<file path="config.mk">
export PLATFORM = sky130hd
export DESIGN_NAME = input_buffer_ctrl
export DESIGN_NICKNAME = d
export VERILOG_FILES = /design/src/rtl/input_buffer_ctrl_pkg.sv /design/src/rtl/input_buffer_ctrl.sv
export SDC_FILE = /design/constraint.sdc
export NUM_CORES = 1
export LEC_CHECK = 0
export BUFFER_PORTS_ARGS = -buffer_cell sky130_fd_sc_hd__buf_2
export CELL_PAD_IN_SITES_DETAIL_PLACEMENT = 0
export CELL_PAD_IN_SITES_GLOBAL_PLACEMENT = 2
export CORE_MARGIN = 4
export CORE_UTILIZATION = 34
export CTS_CLUSTER_DIAMETER = 200
export DETAILED_ROUTE_END_ITERATION = 10
export PLACE_DENSITY_LB_ADDON = 0.1
export SYNTH_ARGS = -nofsm -noshare
export SYNTH_HDL_FRONTEND = slang
export SYNTH_SLANG_ARGS = --single-unit
</file>
<file path="constraint.sdc">
create_clock -name clk -period 9.8 [get_ports clk]
set_input_delay 1.47 -clock clk [delete_from_list [all_inputs] [get_ports clk]]
set_output_delay 1.47 -clock clk [all_outputs]
set_load 0.005 [all_outputs]
</file>
<file path="src/rtl/input_buffer_ctrl_pkg.sv">
// Shared definitions for the input buffer fetch controller: FSM encoding and
// default parameter constants used by the controller and its parent.
package input_buffer_ctrl_pkg;

    typedef enum logic [1:0] {
        S_IDLE  = 2'd0,
        S_FETCH = 2'd1,
        S_DRAIN = 2'd2,
        S_DONE  = 2'd3
    } state_t;

    localparam int DEF_BIT_WIDTH     = 8;
    localparam int DEF_NUM_CHANNEL   = 3;
    localparam int DEF_NUM_RDATA     = 3;
    localparam int DEF_FF_DEPTH      = 16;
    localparam int DEF_FF_ADDR_WIDTH = 4;
    localparam int DEF_ADDR_WIDTH    = 32;
    localparam int DEF_CNT_WIDTH     = 16;
    localparam int DEF_MAX_OUTST     = 4;

endpackage

</file>
<file path="src/rtl/input_buffer_ctrl.sv">
// Fetches a frame of pixel words from memory into an external buffer and
// arbitrates consumer reads of NUM_RDATA words against buffer occupancy.
module input_buffer_ctrl
    import input_buffer_ctrl_pkg::*;
#(
    parameter int BIT_WIDTH     = DEF_BIT_WIDTH,
    parameter int NUM_CHANNEL   = DEF_NUM_CHANNEL,
    parameter int NUM_RDATA     = DEF_NUM_RDATA,
    parameter int FF_DEPTH      = DEF_FF_DEPTH,
    parameter int FF_ADDR_WIDTH = DEF_FF_ADDR_WIDTH,
    parameter int ADDR_WIDTH    = DEF_ADDR_WIDTH,
    parameter int CNT_WIDTH     = DEF_CNT_WIDTH,
    parameter int MAX_OUTST     = DEF_MAX_OUTST,
    parameter int DAT_WIDTH     = BIT_WIDTH * NUM_CHANNEL
) (
    input  logic                     clk,
    input  logic                     rst,
    input  logic                     cfg_start,
    input  logic [ADDR_WIDTH-1:0]    cfg_base_addr,
    input  logic [CNT_WIDTH-1:0]     cfg_num_pix,
    input  logic [CNT_WIDTH-1:0]     cfg_num_rd,
    output logic                     mem_rd_req,
    output logic [ADDR_WIDTH-1:0]    mem_rd_addr,
    input  logic                     mem_rd_gnt,
    input  logic [DAT_WIDTH-1:0]     mem_rd_data,
    input  logic                     mem_rd_vld,
    output logic [DAT_WIDTH-1:0]     buf_wr_data,
    output logic                     buf_wr_vld,
    output logic                     buf_data_req,
    input  logic [FF_ADDR_WIDTH:0]   buf_data_counter,
    input  logic                     pe_req,
    output logic                     pe_gnt,
    output logic                     busy,
    output logic                     done,
    output logic                     err_ovf
);

    // One guard bit over the configured count so comparisons never wrap.
    localparam int CW = CNT_WIDTH + 1;
    localparam logic [CW-1:0] DEPTH_C     = CW'(FF_DEPTH);
    localparam logic [CW-1:0] MAX_OUTST_C = CW'(MAX_OUTST);
    localparam logic [CW-1:0] NUM_RDATA_C = CW'(NUM_RDATA);

    state_t state, state_nxt;

    logic [ADDR_WIDTH-1:0] base_addr;
    logic [CW-1:0]         num_pix;
    logic [CW-1:0]         num_rd;
    logic [CW-1:0]         issued;
    logic [CW-1:0]         served;
    logic [CW-1:0]         outst;
    logic [CW-1:0]         occ;
    logic                  issue;
    logic                  ret;
    logic                  launch;

    assign occ    = CW'(buf_data_counter);
    assign launch = (state == S_IDLE) && cfg_start;

    // Occupancy plus reads still in flight must fit, so a return never overruns.
    assign mem_rd_req  = (state == S_FETCH) && (issued < num_pix) &&
                         (outst < MAX_OUTST_C) && ((occ + outst) < DEPTH_C);
    assign mem_rd_addr = base_addr + ADDR_WIDTH'(issued);
    assign issue       = mem_rd_req && mem_rd_gnt;

    // Returns seen while idle belong to an aborted frame and are dropped.
    assign ret = mem_rd_vld && (state != S_IDLE);

    assign pe_gnt       = pe_req && (state != S_IDLE) &&
                          (occ >= NUM_RDATA_C) && (served < num_rd);
    assign buf_data_req = pe_gnt;

    always_comb begin
        state_nxt = state;
        busy      = 1'b0;
        done      = 1'b0;
        case (state)
            S_IDLE: begin
                if (cfg_start) begin
                    if ((cfg_num_pix == '0) || (cfg_num_rd == '0))
                        state_nxt = S_DONE;
                    else
                        state_nxt = S_FETCH;
                end
            end
            S_FETCH: begin
                busy = 1'b1;
                if (issued >= num_pix)
                    state_nxt = S_DRAIN;
            end
            S_DRAIN: begin
                busy = 1'b1;
                if ((outst == '0) && !buf_wr_vld && (served >= num_rd))
                    state_nxt = S_DONE;
            end
            S_DONE: begin
                done      = 1'b1;
                state_nxt = S_IDLE;
            end
            default: state_nxt = S_IDLE;
        endcase
    end

    always_ff @(posedge clk) begin
        if (!rst) begin
            state       <= S_IDLE;
            base_addr   <= '0;
            num_pix     <= '0;
            num_rd      <= '0;
            issued      <= '0;
            served      <= '0;
            outst       <= '0;
            buf_wr_vld  <= 1'b0;
            buf_wr_data <= '0;
            err_ovf     <= 1'b0;
        end else begin
            state <= state_nxt;
            if (launch) begin
                base_addr <= cfg_base_addr;
                num_pix   <= CW'(cfg_num_pix);
                num_rd    <= CW'(cfg_num_rd);
                issued    <= '0;
                served    <= '0;
                outst     <= '0;
            end else begin
                if (issue)
                    issued <= issued + CW'(1);
                if (pe_gnt)
                    served <= served + CW'(1);
                // Grant and return in the same cycle cancel out.
                case ({issue, ret && (outst != '0)})
                    2'b10:   outst <= outst + CW'(1);
                    2'b01:   outst <= outst - CW'(1);
                    default: outst <= outst;
                endcase
            end
            buf_wr_vld <= ret;
            if (ret)
                buf_wr_data <= mem_rd_data;
            if (buf_wr_vld && (occ == DEPTH_C))
                err_ovf <= 1'b1;
        end
    end

endmodule

</file>
==> run metrics, run 1 <==
final hold vios 0; Adder-Cell Fraction of Synth Area 11.9%; GR Util met3 5.37%; # port buffers 161; root buf cell clkbuf_16; dpl hpwl 16.8 mm; met1 usage between 20% and 30%; Synth Area in XOR/XNOR 4.77%; fmax 0.177 GHz; post-CTS setup buffer count 0; largest net degree at the start of global routing 70; CTS sink count 143; worst rel slew slack 33.6%; drt first pass iters 4; Core Area 23700 sq um; GPL Wtd Cong 0.783; Antenna Violating Nets Remaining 0; peak supply drop 0.0957 mV; status finished, final reports clean; Setup-failing EPs final 0; share of cells above drive strength 1 17.7%; sw frac 33.4%; CTS Buf Count 17; Die ar. 26800 sq um; cts hold-fix bufs 0; PwrDens 187 nW/um^2; clock group share of total power a little over a third; CTS clk-pin slew, worst paths 0.06 ns; EDFF count, synth 0; worst hold path class reg -> reg; row cnt 56; cells on worst reg2reg path 17; Die Wd between 150 and 200 microns; proportion of synthesized area in mux cells 1.03%; grt total ovfl 0; multi-input logic area 4990 sq um; total wire length 23.0 mm; CP Data Required Time 10.15 ns; CP Capture Type flop; first-pass GRT wire length 37.5 mm; average wire per standard cell roughly 15 microns; Comb power frac 26.1%; number of global-route vias before repair 7420; final setup TNS 0 ns; Slew Viols, Final 0; final period utilization 57.6%; clock period minus worst slack 5.64 ns; Tightest Pin Transition 0.992 ns; I/O pin count 162; share of the synthesized area in the top cell type 34.7%; async set-reset flop share out of synthesis 0%; crit-path max FO 17; die span in y 164 microns; TritonCTS clock tree done; met2 Use GR 28.4%; yosys warns 0; GRT Util Overall 17.3%; Max Cap Viol 0; GRT busiest layer met2; main combinational cell family by area after synthesis simple AND/OR/NAND/NOR gates; RSZ-0062 raised after global routing false; top-count cell post-synth nand2_1; P_int ~1.2 mW; Avg Inst Size Synth 7.79 sq um; Psw 0.620 mW; critical path class in -> reg; Mapped Area 8250 sq um; final net count 1376; sequential area share after synthesis 34.7%; Main synth FF type dfxtp_1; Placement Cell Area between 9000 and 10000 sq um; DRT iter0 DRCs about 360; leakage 4.32 nW; Area growth, synth to finish 20.2%; top post-synthesis cells by count nand2_1, dfxtp_1, a21oi_1; initial antenna violation count 3; compound-gate portion of the synthesized area 19.0%; Post-Syn Instances 1060; vias 7672; clock latency on the worst-skew pair 0.42 ns; Post-CTS Resized 0; #FFs+latches synth 143; register area 2860 sq um; clock skew around 0.015 ns; worst path arrival time ~6 ns; Sequential Power Share 37.4%; Final Total Pwr 1.86 mW; syn_nets about 1200; ranking of synthesized cells by area dfxtp_1, ha_1, nand2_1, a21oi_1, xnor2_1; flop-to-flop setup slack slightly below 5 ns; Clock Tree Buf Depth 2; post-route cell area 9920 sq um; DRC viols 0; WHS Path Cells 2; vias per inst 5.00; Layout fillers 2526; Initial Util between 30% and 40%; # H-tree levels 4; simple-gate portion of the synthesized area 23.7%; distinct cell type count after synthesis 64; Synth area leader dfxtp_1; Setup crit start kind input pin
registers in the layout (all words and copies together) (netlist names):
name	cells
err_ovf	1
buf_wr_data	24
num_rd	16
outst	17
num_pix	16
state	2
issued	17
served	17
buf_wr_vld	1
base_addr	32
worst max-delay path: stages:
cell and delay (ns):
buf_2 0.11, ha_1 0.28, a31o_1 0.21, a21o_1 0.18, a21oi_2 0.16, mux2_4 0.34, and2_4 0.15, nand4_4 0.17
ha_1 0.69, ha_1 0.42, a211oi_1 0.31, o21ai_0 0.18, a31oi_1 0.22, a21oi_1 0.16, a221oi_1 0.34, xor2_1 0.12
or3_1 0.33, a21oi_1 0.13
power groups by stage:
| stage | clock network [mW] | registers, mW | logic [mW] |
|---|---|---|---|
| 2_1_floorplan | 0 | 0.699 | 0.331 |
| 3_3_place_gp | 0 | 0.705 | 0.497 |
| 3_5_place_dp | 0 | 0.707 | 0.497 |
| 4_1_cts | 0.702 | 0.694 | 0.499 |
| 5_1_grt | 0.724 | 0.704 | 0.559 |
| 6_report | 0.679 | 0.694 | 0.484 |
layout by cell type (no fill, tap or decap), drive strengths merged, types with 4 or more instances in the layout:
master   count
and3        11
a21oi      143
a21o        25
nor3        14
mux2i        7
xor2        15
a2111oi      5
a211oi      10
dfxtp      143
o31ai        5
buf        165
clkbuf      18
or4          8
nand4       28
nor2        62
xnor2       30
a31oi        5
nor2b        6
or3         23
o21bai       4
ha          75
nand3       17
clkinv       7
nor4        13
and2         8
inv         60
o21a         8
nand2      217
o21ai       37
o211ai       6
path summary, 6_finish.rpt:
| kind | from | end |
|---|---|---|
| max | buf_data_counter[1] | outst[16]$_SDFFE_PP0P_ |
| min | buf_wr_data[18]$_SDFFE_PN0P_ | buf_wr_data[18]$_SDFFE_PN0P_ |
| max reg2reg | outst[1]$_SDFFE_PP0P_ | outst[16]$_SDFFE_PP0P_ |
| min reg2reg | buf_wr_data[18]$_SDFFE_PN0P_ | buf_wr_data[18]$_SDFFE_PN0P_ |
cell families after synthesis:
| family | count (synthesis) |
|---|---|
| muxes | 8 |
| adders and majority gates | 77 |
| DFF | 143 |
| buffers and inverters | 102 |
| and+or+nand+nor | 421 |
| xor gates and xnor gates | 45 |
| AOI/OAI and AO/OA | 264 |
per-stage QoR:
stage,util (%),hold WS (ns),worst slack (ns),cells
2_1_floorplan,-,0.436,4.38,1060
3_3_place_gp,39.3,0.439,3.76,1500
3_5_place_dp,39.3,0.444,3.73,1500
4_1_cts,41.9,0.454,4.18,1532
5_1_grt,41.9,0.468,3.86,1532
6_report,41.9,0.450,4.16,1533
layer usage:
| metal | up-vias | routed length (microns) |
|---|---|---|
| met5 | - | 20 |
| met4 | 4 | 265 |
| met3 | 21 | 1460 |
| met2 | 155 | 10400 |
| met1 | 3491 | 10800 |
| li1 | 4001 | - |
final cells by class:
type	instances	share of cell area [%]
well taps	319	4.02
multi-input cells	815	50.3
clock inverters	14	1.84
flip-flops and latches	143	28.8
clock buffers	18	4.32
inverters	58	2.21
diodes	1	0.0252
repair buffers	165	8.42
No activity file was read; power rests on OpenSTA's default activity.
==> inputs of run 2 (changes only) <==
CORE_UTILIZATION = 32   (was 34)
clock period = 5.9 ns   (was 9.8 ns; I/O delays follow)
==> run metrics, run 2 (synthesis gave the netlist of run 1 again) <==
largest net degree at the start of global routing 71; Setup-failing EPs final 0; Worst Setup SP buf_data_counter[1]; critical path class in -> reg; Biggest register base_addr; Initial Util between 30 and 40%; Setup crit start kind input pin; CP Capture Type flop; Psw 1.05 mW; number of global-route vias before repair about 7400; max FFs per register 32; worst hold path class reg -> reg; Area growth, synth to finish 20.5%; PwrDens 312 nW/um^2; Slew Viols, Final 0; fmax 0.207 GHz; most common cell after layout, fill and taps aside nand2_1; Layout fillers 2695; commonest non-fill, non-tap cells in the layout nand2_1, buf_2, dfxtp_1, a21oi_1, ha_1; grt total ovfl 0; hold_sp buf_wr_data[7]$_SDFFE_PN0P_; CTS Buf Count 17; Post-CTS Resized 0; CP Data Required Time 6.26 ns; WHS Path Cells 2; crit-path max FO 15; row cnt 58; sw frac 33.7%; root buf cell clkbuf_16; post-CTS setup buffer count 0; average wire per standard cell 15.2 microns; # H-tree levels 4; final period utilization 81.9%; dpl hpwl approximately 17 mm; placed insts 1513; I/O pin count ~160; total wire length 23.5 mm; CTS sink count around 140; leakage 4.33 nW; diode count 0; cts hold-fix bufs 0; Antenna Violating Nets Remaining 0; status finished, final reports clean; clock period minus worst slack around 4.8 ns; share of cells above drive strength 1 17.9%; DRT iter0 DRCs 348; Die ar. 28400 sq um; Core Area 25300 sq um; cells on worst reg2reg path 17; TritonCTS clock tree done; Sequential Power Share 37.1%; final net count 1378; clock group share of total power 36.7%; vias 7614; peak supply drop 0.140 mV; Placement Cell Area 9340 sq um; GRT Util Overall 16.7%; vias per inst 4.93; final hold slack 0.451 ns; RSZ-0062 raised after global routing false; CTS clk-pin slew, worst paths approximately 0.070 ns; GPL Wtd Cong 0.799; Tightest Pin Transition 0.986 ns; clock skew 0.0174 ns; Regs by FF count base_addr x32, buf_wr_data x24; worst path arrival time 5.19 ns; initial antenna violation count 3; Clock Tree Buf Depth 2; first-pass GRT wire length 38.8 mm; FF-to-FF Start issued[10]$_SDFFE_PP0P_; final setup TNS 0 ns; drt first pass iters 5; DRC viols 0; die span in y 169 microns; worst rel slew slack 34.0%; post-route cell area 9950 sq um; register area 2860 sq um; P_int ~2.1 mW; Die Wd 169 microns; final hold vios 0; multi-input logic area around 5000 sq um; clock latency on the worst-skew pair 0.43 ns; # port buffers 161; Comb power frac 26.3%; Max Cap Viol 0; Non-Filler Instances 1545
-- run 2: worst paths after layout --
check                           endpoint  slack (ns)
min          buf_wr_data[7]$_SDFFE_PN0P_        0.45
min reg2reg  buf_wr_data[7]$_SDFFE_PN0P_        0.45
max               outst[16]$_SDFFE_PP0P_        1.07
max reg2reg       outst[16]$_SDFFE_PP0P_        1.12
-- run 2: cell type report --
type                    instances  area share (%)
clock buffers                  18            4.31
clock inverters                14            1.81
inverters                      58            2.20
multi-input cells             815            50.2
flip-flops and latches        143            28.8
well taps                     330            4.15
repair buffers                167            8.55
-- run 2: critical path: stages --
cell and delay, ns:
buf_2 0.11, ha_1 0.28, a31o_1 0.20, a21o_1 0.18, a21oi_2 0.16, mux2_4 0.34, and2_4 0.16, nand4_4 0.17
ha_1 0.48, ha_1 0.38, a211oi_1 0.33, o21ai_0 0.22, a31oi_1 0.22, a21oi_1 0.16, a221oi_1 0.33, xor2_1 0.12
or3_1 0.32, a21oi_1 0.14
-- run 2: layer usage --
layer  GRT usage, %  vias up  part of all wire, %  routed length (microns)
met2           27.4      153                   45                    10500
met4           3.00        6                 0.78                      183
li1               -     4006                    -                        -
met3           5.56       19                  6.4                     1490
met1           21.8     3430                   48                    11300
met5              0        -                 0.13                       31
-- run 2: metrics by stage --
step	utilization (%)	setup WS, ns	total power [mW]
6_report	39.4	1.07	3.10
5_1_grt	39.4	0.718	3.32
4_1_cts	39.4	1.08	3.17
3_5_place_dp	37.0	0.632	2.01
3_3_place_gp	37.0	0.669	2.00
2_1_floorplan	-	1.06	1.71
-- run 2: power groups by stage --
stage / sequential [mW] / combinational, mW / clock [mW]
floorplan: 1.16 / 0.550 / 0
global placement: 1.17 / 0.833 / 0
detailed placement: 1.17 / 0.837 / 0
CTS: 1.15 / 0.840 / 1.18
global route: 1.17 / 0.937 / 1.22
finish: 1.15 / 0.815 / 1.14
